--- config.mk ---
export PLATFORM = sky130hd
export DESIGN_NAME = microcode_store
export DESIGN_NICKNAME = d
export VERILOG_FILES = /design/src/rtl/microcode_pkg.sv /design/src/rtl/microcode_rom.sv /design/src/rtl/microcode_store.sv
export SDC_FILE = /design/constraint.sdc
export NUM_CORES = 1
export LEC_CHECK = 0
export BUFFER_PORTS_ARGS = -buffer_cell sky130_fd_sc_hd__buf_2
export CORE_UTILIZATION = 45
export DETAILED_ROUTE_END_ITERATION = 10
export PLACE_DENSITY = 0.87
export SETUP_SLACK_MARGIN = 0.3
export SLEW_MARGIN = 15
export SYNTH_ARGS = -nofsm -noshare
export SYNTH_HDL_FRONTEND = slang
export SYNTH_SLANG_ARGS = --single-unit
--- constraint.sdc ---
create_clock -name clk -period 1.5 [get_ports clk]
set_input_delay 0.3 -clock clk [delete_from_list [all_inputs] [get_ports clk]]
set_output_delay 0.3 -clock clk [all_outputs]
set_load 0.05 [all_outputs]
--- src/rtl/microcode_pkg.sv ---
// Shared types and constants for the microprogrammed control store.
package microcode_pkg;

  typedef logic [3:0] uaddr_t;

  typedef enum logic [2:0] {
    SEQ   = 3'd0,
    DISP1 = 3'd1,
    DISP2 = 3'd2,
    FETCH = 3'd3,
    GOTO7 = 3'd4,
    HOLD  = 3'd5
  } addr_ctl_e;

  localparam uaddr_t S_FETCH    = 4'd0;
  localparam uaddr_t S_DECODE   = 4'd1;
  localparam uaddr_t S_MEMADR   = 4'd2;
  localparam uaddr_t S_MEMREAD  = 4'd3;
  localparam uaddr_t S_MEMWB    = 4'd4;
  localparam uaddr_t S_MEMWRITE = 4'd5;
  localparam uaddr_t S_EXECR    = 4'd6;
  localparam uaddr_t S_ALUWB    = 4'd7;
  localparam uaddr_t S_EXECI    = 4'd8;
  localparam uaddr_t S_JAL      = 4'd9;
  localparam uaddr_t S_BEQ      = 4'd10;

  typedef struct packed {
    logic       pc_write;
    logic       ir_write;
    logic       reg_write;
    logic       mem_write;
    logic       branch;
    logic       adr_src;
    logic [1:0] result_src;
    logic [1:0] alu_src_a;
    logic [1:0] alu_src_b;
    logic [1:0] alu_op;
  } ctrl_word_t;

  localparam logic [6:0] OP_R   = 7'b0110011;
  localparam logic [6:0] OP_I   = 7'b0010011;
  localparam logic [6:0] OP_JAL = 7'b1101111;
  localparam logic [6:0] OP_BEQ = 7'b1100011;
  localparam logic [6:0] OP_LW  = 7'b0000011;
  localparam logic [6:0] OP_SW  = 7'b0100011;

  function automatic logic op_legal(logic [6:0] op);
    logic ok;
    case (op)
      OP_R, OP_I, OP_JAL, OP_BEQ, OP_LW, OP_SW: ok = 1'b1;
      default:                                  ok = 1'b0;
    endcase
    return ok;
  endfunction

endpackage

--- src/rtl/microcode_rom.sv ---
// Combinational control-store lookup: micro-address to raw control word and next-address select.
module microcode_rom
  import microcode_pkg::*;
(
  input  uaddr_t     addr_i,
  output ctrl_word_t ctrl_o,
  output addr_ctl_e  addr_ctl_o,
  output logic       is_mem_o,
  output logic       valid_o
);

  always_comb begin
    ctrl_o     = '0;
    addr_ctl_o = FETCH;
    is_mem_o   = 1'b0;
    valid_o    = 1'b1;
    case (addr_i)
      S_FETCH: begin
        ctrl_o.ir_write   = 1'b1;
        ctrl_o.pc_write   = 1'b1;
        ctrl_o.alu_src_b  = 2'b10;
        ctrl_o.result_src = 2'b10;
        addr_ctl_o        = SEQ;
        is_mem_o          = 1'b1;
      end
      S_DECODE:  addr_ctl_o = DISP1;
      S_MEMADR:  addr_ctl_o = DISP2;
      S_MEMREAD: begin
        addr_ctl_o = SEQ;
        is_mem_o   = 1'b1;
      end
      S_MEMWB: begin
        ctrl_o.reg_write  = 1'b1;
        ctrl_o.result_src = 2'b01;
        addr_ctl_o        = FETCH;
      end
      S_MEMWRITE: begin
        ctrl_o.mem_write = 1'b1;
        ctrl_o.adr_src   = 1'b1;
        addr_ctl_o       = FETCH;
        is_mem_o         = 1'b1;
      end
      S_EXECR: begin
        ctrl_o.alu_op = 2'b10;
        addr_ctl_o    = SEQ;
      end
      S_ALUWB: begin
        ctrl_o.reg_write = 1'b1;
        addr_ctl_o       = FETCH;
      end
      S_EXECI: begin
        ctrl_o.alu_src_b = 2'b01;
        ctrl_o.alu_op    = 2'b10;
        addr_ctl_o       = GOTO7;
      end
      S_JAL:     addr_ctl_o = GOTO7;
      S_BEQ: begin
        ctrl_o.branch = 1'b1;
        ctrl_o.alu_op = 2'b01;
        addr_ctl_o    = FETCH;
      end
      default:   valid_o = 1'b0;
    endcase
  end

endmodule

--- src/rtl/microcode_store.sv ---
// Control store with memory wait/timeout handling, illegal-state trapping and a retire counter.
module microcode_store
  import microcode_pkg::*;
#(
  parameter int unsigned MEM_TIMEOUT = 8,
  parameter int unsigned CNT_W       = 32
) (
  input  logic             clk,
  input  logic             rst,
  input  logic [3:0]       currAddr,
  input  logic [6:0]       op,
  input  logic             mem_ready,
  input  logic             err_clr,
  output logic [2:0]       addrCtl,
  output logic             mem_req,
  output logic             PCWrite,
  output logic             IRWrite,
  output logic             RegWrite,
  output logic             MemWrite,
  output logic             Branch,
  output logic             AdrSrc,
  output logic [1:0]       ResultSrc,
  output logic [1:0]       ALUSrcA,
  output logic [1:0]       ALUSrcB,
  output logic [1:0]       ALUOp,
  output logic             bus_err,
  output logic             ill_uaddr,
  output logic             ill_op,
  output logic [CNT_W-1:0] instr_cnt
);

  localparam int unsigned WaitW = (MEM_TIMEOUT > 1) ? $clog2(MEM_TIMEOUT) : 1;

  ctrl_word_t rom_ctrl, ctrl;
  addr_ctl_e  rom_ac, ac;
  logic       rom_mem, rom_valid;
  logic       op_trap, waiting, timeout, retire;

  logic [WaitW-1:0] wait_cnt_q, wait_cnt_d;
  logic [CNT_W-1:0] instr_cnt_q, instr_cnt_d;
  logic             bus_err_q, bus_err_d;
  logic             ill_uaddr_q, ill_uaddr_d;
  logic             ill_op_q, ill_op_d;

  microcode_rom u_rom (
    .addr_i     (currAddr),
    .ctrl_o     (rom_ctrl),
    .addr_ctl_o (rom_ac),
    .is_mem_o   (rom_mem),
    .valid_o    (rom_valid)
  );

  // MemAdr only dispatches loads and stores; anything else reaching it is a trap.
  assign op_trap = ((currAddr == S_DECODE) && !op_legal(op)) ||
                   ((currAddr == S_MEMADR) && (op != OP_LW) && (op != OP_SW));
  assign waiting = rom_valid && rom_mem && !mem_ready;
  assign timeout = waiting && (wait_cnt_q == WaitW'(MEM_TIMEOUT - 1));

  always_comb begin
    ctrl       = rom_ctrl;
    ac         = rom_ac;
    mem_req    = rom_valid && rom_mem;
    wait_cnt_d = '0;
    retire     = 1'b0;
    if (!rom_valid || op_trap || timeout) begin
      ctrl    = '0;
      ac      = FETCH;
      mem_req = 1'b0;
    end else if (waiting) begin
      // MemWrite stays high through the stall so the store is held on the bus.
      ac             = HOLD;
      ctrl.pc_write  = 1'b0;
      ctrl.ir_write  = 1'b0;
      ctrl.reg_write = 1'b0;
      wait_cnt_d     = wait_cnt_q + WaitW'(1);
    end else begin
      retire = (rom_ac == FETCH);
    end
  end

  always_comb begin
    bus_err_d   = timeout | (bus_err_q & ~err_clr);
    ill_uaddr_d = ~rom_valid | (ill_uaddr_q & ~err_clr);
    ill_op_d    = (rom_valid & op_trap) | (ill_op_q & ~err_clr);
    instr_cnt_d = instr_cnt_q + CNT_W'(retire);
  end

  always_ff @(posedge clk or negedge rst) begin
    if (!rst) begin
      wait_cnt_q  <= '0;
      instr_cnt_q <= '0;
      bus_err_q   <= 1'b0;
      ill_uaddr_q <= 1'b0;
      ill_op_q    <= 1'b0;
    end else begin
      wait_cnt_q  <= wait_cnt_d;
      instr_cnt_q <= instr_cnt_d;
      bus_err_q   <= bus_err_d;
      ill_uaddr_q <= ill_uaddr_d;
      ill_op_q    <= ill_op_d;
    end
  end

  assign addrCtl   = ac;
  assign PCWrite   = ctrl.pc_write;
  assign IRWrite   = ctrl.ir_write;
  assign RegWrite  = ctrl.reg_write;
  assign MemWrite  = ctrl.mem_write;
  assign Branch    = ctrl.branch;
  assign AdrSrc    = ctrl.adr_src;
  assign ResultSrc = ctrl.result_src;
  assign ALUSrcA   = ctrl.alu_src_a;
  assign ALUSrcB   = ctrl.alu_src_b;
  assign ALUOp     = ctrl.alu_op;
  assign bus_err   = bus_err_q;
  assign ill_uaddr = ill_uaddr_q;
  assign ill_op    = ill_op_q;
  assign instr_cnt = instr_cnt_q;

endmodule

==> flow_metrics.env, run 1 <==
export IMPL_rows=24
export IMPL_yosys_warnings=0
export IMPL_htreeDepth=2
export IMPL_synth_compound_area_share_pct=5.86
export IMPL_syn_cell_area_mm2=0.00203
export IMPL_chipWidth_um=69.2
export IMPL_tool_error="[ERROR DPL-0038] Utilization greater than 100%, impossible to legalize"
export IMPL_synth_cell_types=38
export IMPL_io_buffer_count=65
export IMPL_synthSimpleGateAreaFrac_pct=25.6
export IMPL_avgSynthCellArea_um2=10.1
export IMPL_synthCells=200
export IMPL_synthFlopType="dfrtp_1"
export IMPL_die_h_um=69.2
export IMPL_synthMuxAreaShare_pct=1.05
export IMPL_synth_seq_cells=38
export IMPL_worst_ep_kind="top-level output"
export IMPL_synth_xor_area_share_pct=13.4
export IMPL_grt_max_degree=21
export IMPL_synth_area_leaders="dfrtp_1 47%, xnor2_1 9.9%, xor2_1 3.5%"
export IMPL_synth_fa_ha_area_share_pct=2.47
export IMPL_ioPinCount=68
export IMPL_stop_stage="global routing (5_1_grt)"
export IMPL_clock_sinks=38
export IMPL_netlist_area_leader_share_pct=46.9
export IMPL_clockBufferDepth=2
export IMPL_status="aborted with a tool error"
export IMPL_synth_edf_count=0
export IMPL_start_util_pct=46.6
export IMPL_gp_congestion=0.886
export IMPL_clockRootBuffer="clkbuf_8"
export IMPL_worst_endpoint="addrCtl[1]"
export IMPL_synthArstFlopShare_pct=100
export IMPL_synth_top_family_by_area="simple AND/OR/NAND/NOR gates"
export IMPL_cts_buffers=5
export IMPL_place_hpwl_um=3910
export IMPL_yosys_area_top_type="dfrtp_1"
export IMPL_place_inst=352
export IMPL_yosysSeqAreaShare_pct=46.9
through the flow:
step           setup slack [ns]  area [µm²]
4_1_cts                  -0.438        4060
3_5_place_dp             -0.704        2950
3_3_place_gp             -0.646        2950
2_1_floorplan            -0.615        2310
repair_timing:
action | in CTS
buffers inserted | 22
pin swaps | 55
hold endpoints to repair | 18
cloned | 3
hold buffers | 1
resized for setup | 196
setup endpoints to repair | 86
synth_stat cells (all sizes together), types with 2 or more instances:
cell type,instances
clkbuf,4
dfrtp,38
nand3,13
and3,7
and2,5
nor2,9
nand4,14
a21oi,3
inv,8
nand2,13
o22ai,5
xnor2,23
xor2,8
or2,2
ha,4
nand2b,3
buf,6
nor3,7
nor4,8
nor2b,4
o21ai,6
kinds of logic after synthesis:
| kind of cell | Yosys count |
|---|---|
| AND/OR/NAND/NOR | 87 |
| AO/OA/AOI/OAI | 19 |
| adder cells (fa/ha/maj) | 4 |
| buffers and inverters | 18 |
| XOR/XNOR | 31 |
| multiplexers | 2 |
| flip-flops | 38 |
| other | 1 |
==> run 2: changes to the inputs <==
--- a/config.mk
+++ b/config.mk
@@ -6,10 +6,9 @@
 export NUM_CORES = 1
 export LEC_CHECK = 0
 export BUFFER_PORTS_ARGS = -buffer_cell sky130_fd_sc_hd__buf_2
-export CORE_UTILIZATION = 45
+export CORE_UTILIZATION = 30
 export DETAILED_ROUTE_END_ITERATION = 10
-export PLACE_DENSITY = 0.87
-export SETUP_SLACK_MARGIN = 0.3
+export PLACE_DENSITY_LB_ADDON = 0.15
 export SLEW_MARGIN = 15
 export SYNTH_ARGS = -nofsm -noshare
 export SYNTH_HDL_FRONTEND = slang
==> constraint.sdc (replaced) <==
create_clock -name clk -period 2 [get_ports clk]
set_input_delay 0.4 -clock clk [delete_from_list [all_inputs] [get_ports clk]]
set_output_delay 0.4 -clock clk [all_outputs]
set_load 0.05 [all_outputs]
==> flow_metrics.env, run 2 <==
export IMPL_n_antenna_cell=0
export IMPL_min_period_ns=2.02
export IMPL_synth_area_leaders="dfrtp_1 47%, xnor2_1 9.9%, xor2_1 3.5%"
export IMPL_clkPwrFrac_pct=26.8
export IMPL_synthArstFlopShare_pct=100
export IMPL_cp_max_fo=3
export IMPL_core_mm2=0.00642
export IMPL_yosys_warnings=0
export IMPL_clock_latency_ns=0.29
export IMPL_setup_viol=2
export IMPL_synth_edf_count=0
export IMPL_p_int_mw=1.28
export IMPL_arrival_ns=1.62
export IMPL_start_util_pct=31.6
export IMPL_groute_usage_overall_pct=14.3
export IMPL_path_class="input pin to output port"
export IMPL_die_h_um=84.3
export IMPL_report_power_total_mw=2.03
export IMPL_largest_reg_flops=32
export IMPL_chipWidth_um=84.3
export IMPL_dr_pass1_iters=7
export IMPL_synth_cell_types=38
export IMPL_place_hpwl_um=3630
export IMPL_ant_nets=0
export IMPL_path_clk_slew_ns=0.07
export IMPL_htreeDepth=2
export IMPL_gp_congestion=0.762
export IMPL_max_freq_ghz=0.495
export IMPL_clock_sinks=38
export IMPL_yosysMostFrequentCell="dfrtp_1"
export IMPL_p_seq_share_pct=44.6
export IMPL_skew_ns=0.00581
export IMPL_cts_buffers=5
export IMPL_min_period_over_period_pct=101
export IMPL_netlist_area_leader_share_pct=46.9
export IMPL_syn2layout_area_growth_pct=47.7
export IMPL_p_leak_nw=1.49
export IMPL_utilization_pct=46.7
export IMPL_reg2reg_to="instr_cnt[28]"
export IMPL_place_area_mm2=0.00275
export IMPL_ir_drop_uv=229
export IMPL_cp_start_kind="input pin"
export IMPL_maxCapViolations=0
export IMPL_grt_pass1_wl_um=8110
export IMPL_synthCells=200
export IMPL_r2r_slack_ns=0.37
export IMPL_synth_seq_cells=38
export IMPL_power_frac_comb_pct=28.6
export IMPL_clockBufferDepth=2
export IMPL_drt_met1_wl_um=2410
export IMPL_p_per_area_mw_per_mm2=679
export IMPL_critPathRequiredTime_ns=1.60
export IMPL_status="complete, but fails checks"
export IMPL_avgSynthCellArea_um2=10.1
export IMPL_drc=6
export IMPL_yosys_area_top_type="dfrtp_1"
export IMPL_setup_slack_ns=-0.0218
export IMPL_rows=29
export IMPL_layout_drive_gt1_share_pct=49.1
export IMPL_rsz0062_at_grt="yes"
export IMPL_routedWlPerCell_um=13.4
export IMPL_ioPinCount=68
export IMPL_mostFrequentLayoutCell="buf_2"
export IMPL_p_switching_mw=0.755
export IMPL_clockRootBuffer="clkbuf_8"
export IMPL_syn_cell_area_mm2=0.00203
export IMPL_failed_checks="DRC, setup timing"
export IMPL_dr_wl_met2_um=2250
export IMPL_io_buffer_count=65
export IMPL_final_cell_mix="55 x buf_2, 38 x dfrtp_1, 28 x buf_4"
export IMPL_final_area_mm2=0.00300
export IMPL_hold_path_class="input pin to async pin"
export IMPL_grt_max_degree=20
export IMPL_reg2reg_from="instr_cnt[6]"
export IMPL_cts_tree="done"
export IMPL_drt_total_wl_um=4920
export IMPL_grt_pass1_vias=1697
export IMPL_top_layer="met4"
export IMPL_num_vias=1789
export IMPL_hold_viol_final=0
export IMPL_synthFlopType="dfrtp_1"
export IMPL_synthTopCellsByCount="38 x dfrtp_1, 23 x xnor2_1, 13 x nand2_1"
export IMPL_antenna_found_initial=0
export IMPL_dr_first_iter_drc_count=68
export IMPL_dieArea_mm2=0.00710
export IMPL_wl_met3_um=190
export IMPL_critPathCaptureType="output port"
export IMPL_maxSlewViolCount=0
export IMPL_sw_frac_of_total_pct=37.1
export IMPL_reg2reg_depth=5
export IMPL_overflow=0
export IMPL_num_nets_final=309
export IMPL_viasPerCell=4.86
export IMPL_yosysSeqAreaShare_pct=46.9
## run 2: cell counts after synthesis
Identical to the previous run, type by type.
## run 2: metrics by stage
step / setup TNS [ns] / cells / worst slack [ns] / hold WS, ns
final: -0.0415 / 368 / -0.0218 / 0.0410
after floorplan: -2.27 / 201 / -0.204 / 0.104
after detailed placement: -3.16 / 355 / -0.245 / 0.366
after global placement: -2.61 / 355 / -0.183 / 0.362
after global routing: -0.339 / 368 / -0.0904 / 0.0734
after CTS: -0.0938 / 365 / -0.0476 / 0.0508
## run 2: power groups by stage
stage          clock, mW  sequential [mW]  combinational, mW
2_1_floorplan          0             1.11              0.203
3_3_place_gp           0            0.923              0.546
3_5_place_dp           0            0.924              0.550
4_1_cts            0.571            0.909              0.572
5_1_grt            0.602            0.919              0.622
6_report           0.545            0.908              0.582
## run 2: worst max path at each step
stage	slack, ns	endpoint	from
CTS	-0.05	addrCtl[1]	op[2]
finish	-0.02	addrCtl[1]	op[3]
global placement	-0.18	instr_cnt[8]	currAddr[3]
detailed placement	-0.24	instr_cnt[28]	currAddr[3]
global route	-0.09	addrCtl[1]	wait_cnt_q[0]
floorplan	-0.20	PCWrite	currAddr[2]
## run 2: area by class of cell
cell class | count | area (µm²)
clock inverter | 2 | 12.5
sequential | 38 | 951
multi-input combinational | 146 | 1240
fill | 625 | 3430
inverter | 8 | 30.0
tap | 77 | 96.3
timing repair buffer | 91 | 584
clock buffer | 6 | 82.6
## run 2: timing repair
item | CTS | global route
hold buffers | 0 | 0
buffers inserted | 2 | 2
cloned | 0 | 1
gates resized for setup | 21 | 11
pin swaps | 6 | 8
setup endpoints to repair | 8 | 12
## run 2: worst max-delay path: stages
cell	delay (ns)
buf_6	0.09
or2_4	0.24
a221o_1	0.33
a21boi_2	0.16
buf_6	0.13
o22ai_1	0.07
buf_4	0.19
## run 2: logic make-up after synthesis
logic type | synth area share [%]
buf+inv | 4.62
compound gates | 5.86
fa+ha+maj | 2.47
simple gates | 25.6
xor+xnor | 13.4
other cells | 0.185
flops | 46.9
mux | 1.05
## run 2: routing by layer
layer / up-vias / GRT usage [%]
li1: 883 / -
met1: 859 / 19.4
met2: 41 / 22.6
met3: 6 / 2.75
met4: 0 / 5.64
met5: - / 0
(Power assumes the default switching activity.)
==> run 3: changes to the inputs <==
--- a/config.mk
+++ b/config.mk
@@ -9,6 +9,7 @@
 export CORE_UTILIZATION = 30
 export DETAILED_ROUTE_END_ITERATION = 10
 export PLACE_DENSITY_LB_ADDON = 0.15
+export RECOVER_POWER = 50
 export SLEW_MARGIN = 15
 export SYNTH_ARGS = -nofsm -noshare
 export SYNTH_HDL_FRONTEND = slang
==> flow_metrics.env, run 3 (synthesized netlist as in run 2, its figures left out) <==
export IMPL_hold_path_class="input pin to async pin"
export IMPL_ant_nets=0
export IMPL_grt_max_degree=20
export IMPL_max_freq_ghz=0.495
export IMPL_p_int_mw=1.27
export IMPL_gp_congestion=0.762
export IMPL_reg2reg_depth=5
export IMPL_drt_total_wl_um=4950
export IMPL_chipWidth_um=84.3
export IMPL_hold_buffers=0
export IMPL_cts_tree="done"
export IMPL_fill_cells=630
export IMPL_cts_buffers=5
export IMPL_num_vias=1789
export IMPL_min_period_ns=2.02
export IMPL_viasPerCell=4.86
export IMPL_cp_slowest_stage_delay_ns=0.33
export IMPL_antenna_found_initial=0
export IMPL_skew_ns=0.00637
export IMPL_worstPathCellList="buf_6 > or2_4 > a221o_1 > a21boi_2 > buf_6 > o22ai_1 > buf_4"
export IMPL_multi_input_area_mm2=0.00122
export IMPL_crit_family="compound AO/OA/AOI/OAI gates"
export IMPL_failed_checks="DRC, setup timing"
export IMPL_maxCapViolations=0
export IMPL_worst_pin_slew_ns=1.00
export IMPL_routedWlPerCell_um=13.5
export IMPL_min_period_over_period_pct=101
export IMPL_ir_drop_uv=235
export IMPL_ioPinCount=68
export IMPL_hold_viol_final=0
export IMPL_grt_pass1_vias=1697
export IMPL_cp_max_fo=3
export IMPL_critPathBufInv=3
export IMPL_power_frac_comb_pct=28.1
export IMPL_cp_slowest_cell="a221o_1"
export IMPL_final_cell_mix="40 x buf_2, 38 x dfrtp_1, 26 x buf_4"
export IMPL_die_h_um=84.3
export IMPL_status="complete, but fails checks"
export IMPL_critPathCaptureType="output port"
export IMPL_core_mm2=0.00642
export IMPL_clockBufferDepth=2
export IMPL_crit_top_cell="buf_6"
export IMPL_io_buffer_count=65
export IMPL_setup_viol=2
export IMPL_p_per_area_mw_per_mm2=682
export IMPL_r2r_slack_ns=0.38
export IMPL_groute_usage_overall_pct=14.3
export IMPL_n_antenna_cell=0
export IMPL_grt_pass1_wl_um=8110
export IMPL_hold_ws_ns=0.256
export IMPL_rows=29
export IMPL_dr_first_iter_drc_count=68
export IMPL_path_clk_slew_ns=0.07
export IMPL_start_util_pct=31.6
export IMPL_maxSlewViolCount=0
export IMPL_arrival_ns=1.62
export IMPL_dr_pass1_iters=7
export IMPL_rsz0062_at_grt="yes"
export IMPL_layout_drive_gt1_share_pct=42.6
export IMPL_setup_slack_ns=-0.0222
export IMPL_p_leak_nw=1.42
export IMPL_clock_latency_ns=0.29
export IMPL_path_class="input pin to output port"
export IMPL_seq_area_um2=951
export IMPL_place_ws_ns=-0.245
export IMPL_drc=6
export IMPL_num_nets_final=309
export IMPL_clockRootBuffer="clkbuf_8"
export IMPL_clkPwrFrac_pct=27.0
export IMPL_p_seq_share_pct=44.8
export IMPL_clock_sinks=38
export IMPL_dieArea_mm2=0.00710
export IMPL_syn2layout_area_growth_pct=45.5
export IMPL_p_switching_mw=0.749
export IMPL_sw_frac_of_total_pct=37.2
export IMPL_overflow=0
export IMPL_relSlewSlack_pct=33.3
export IMPL_critPathRequiredTime_ns=1.60
export IMPL_largest_reg_flops=32
export IMPL_place_hpwl_um=3630
export IMPL_cp_start_kind="input pin"
export IMPL_mostFrequentLayoutCell="buf_2"
export IMPL_reg2reg_from="instr_cnt[6]"
export IMPL_reg2reg_to="instr_cnt[28]"
export IMPL_htreeDepth=2
-- run 3: changes by cell type in the layout (fill, tap and decap cells not counted) --
cell	delta
ha_4	-1
clkbuf_1	+17
nand3_2	-1
buf_4	-2
nand3_1	+1
ha_1	+1
buf_2	-15
-- run 3: per-stage QoR --
stage	total power, mW	instances	area (µm²)	util (%)	TNS [ns]
finish	2.02	368	2950	46.0	-0.0415
global route	2.12	368	2950	46.0	-0.842
CTS	2.05	365	2930	45.6	-0.0938
detailed placement	1.47	355	2750	42.8	-3.16
global placement	1.47	355	2750	42.8	-2.61
floorplan	1.31	201	2250	-	-2.27
-- run 3: metal layers --
layer | vias to the layer above | part of all wire, % | GRT usage (%)
met4 | 0 | 1.4 | 5.64
met1 | 856 | 49 | 19.4
met3 | 6 | 3.9 | 2.75
li1 | 886 | - | -
met5 | - | 0 | 0
met2 | 41 | 45 | 22.6
-- run 3: cell type report --
class | count | area share, %
sequential | 38 | 32.2
inverter | 8 | 1.02
clock buffer | 6 | 2.80
multi-input combinational | 146 | 41.4
timing repair buffer | 91 | 18.9
tap | 77 | 3.26
clock inverter | 2 | 0.424
-- run 3: worst max path at each step --
stage                        startpoint             to  slack (ns)  cells after the start
final                             op[3]     addrCtl[1]       -0.02                      7
after global routing      wait_cnt_q[0]     ALUSrcB[1]       -0.09                      5
after CTS                         op[2]     addrCtl[1]       -0.05                      7
after detailed placement    currAddr[3]  instr_cnt[28]       -0.24                     11
after global placement      currAddr[3]   instr_cnt[8]       -0.18                     11
after floorplan             currAddr[2]        PCWrite       -0.20                      5
-- run 3: power by group through the flow --
stage / Combinational, mW / Sequential (mW) / Clock (mW)
finish: 0.567 / 0.903 / 0.545
global route: 0.605 / 0.914 / 0.602
global placement: 0.546 / 0.923 / 0
detailed placement: 0.550 / 0.924 / 0
floorplan: 0.203 / 1.11 / 0
CTS: 0.572 / 0.909 / 0.571
-- run 3: worst reg2reg max path, cell delays in order, from the launching register on --
cell	delay [ns]
dfrtp_1	0.47
nand4_2	0.27
nor4_4	0.20
buf_4	0.27
nand4_1	0.14
xnor2_1	0.21
-- run 3: timing repair --
item                       CTS  global route
gates cloned                 0             1
pin swaps                    6             8
resized for setup           21            11
setup endpoints to repair    8            12
setup buffers                2             2
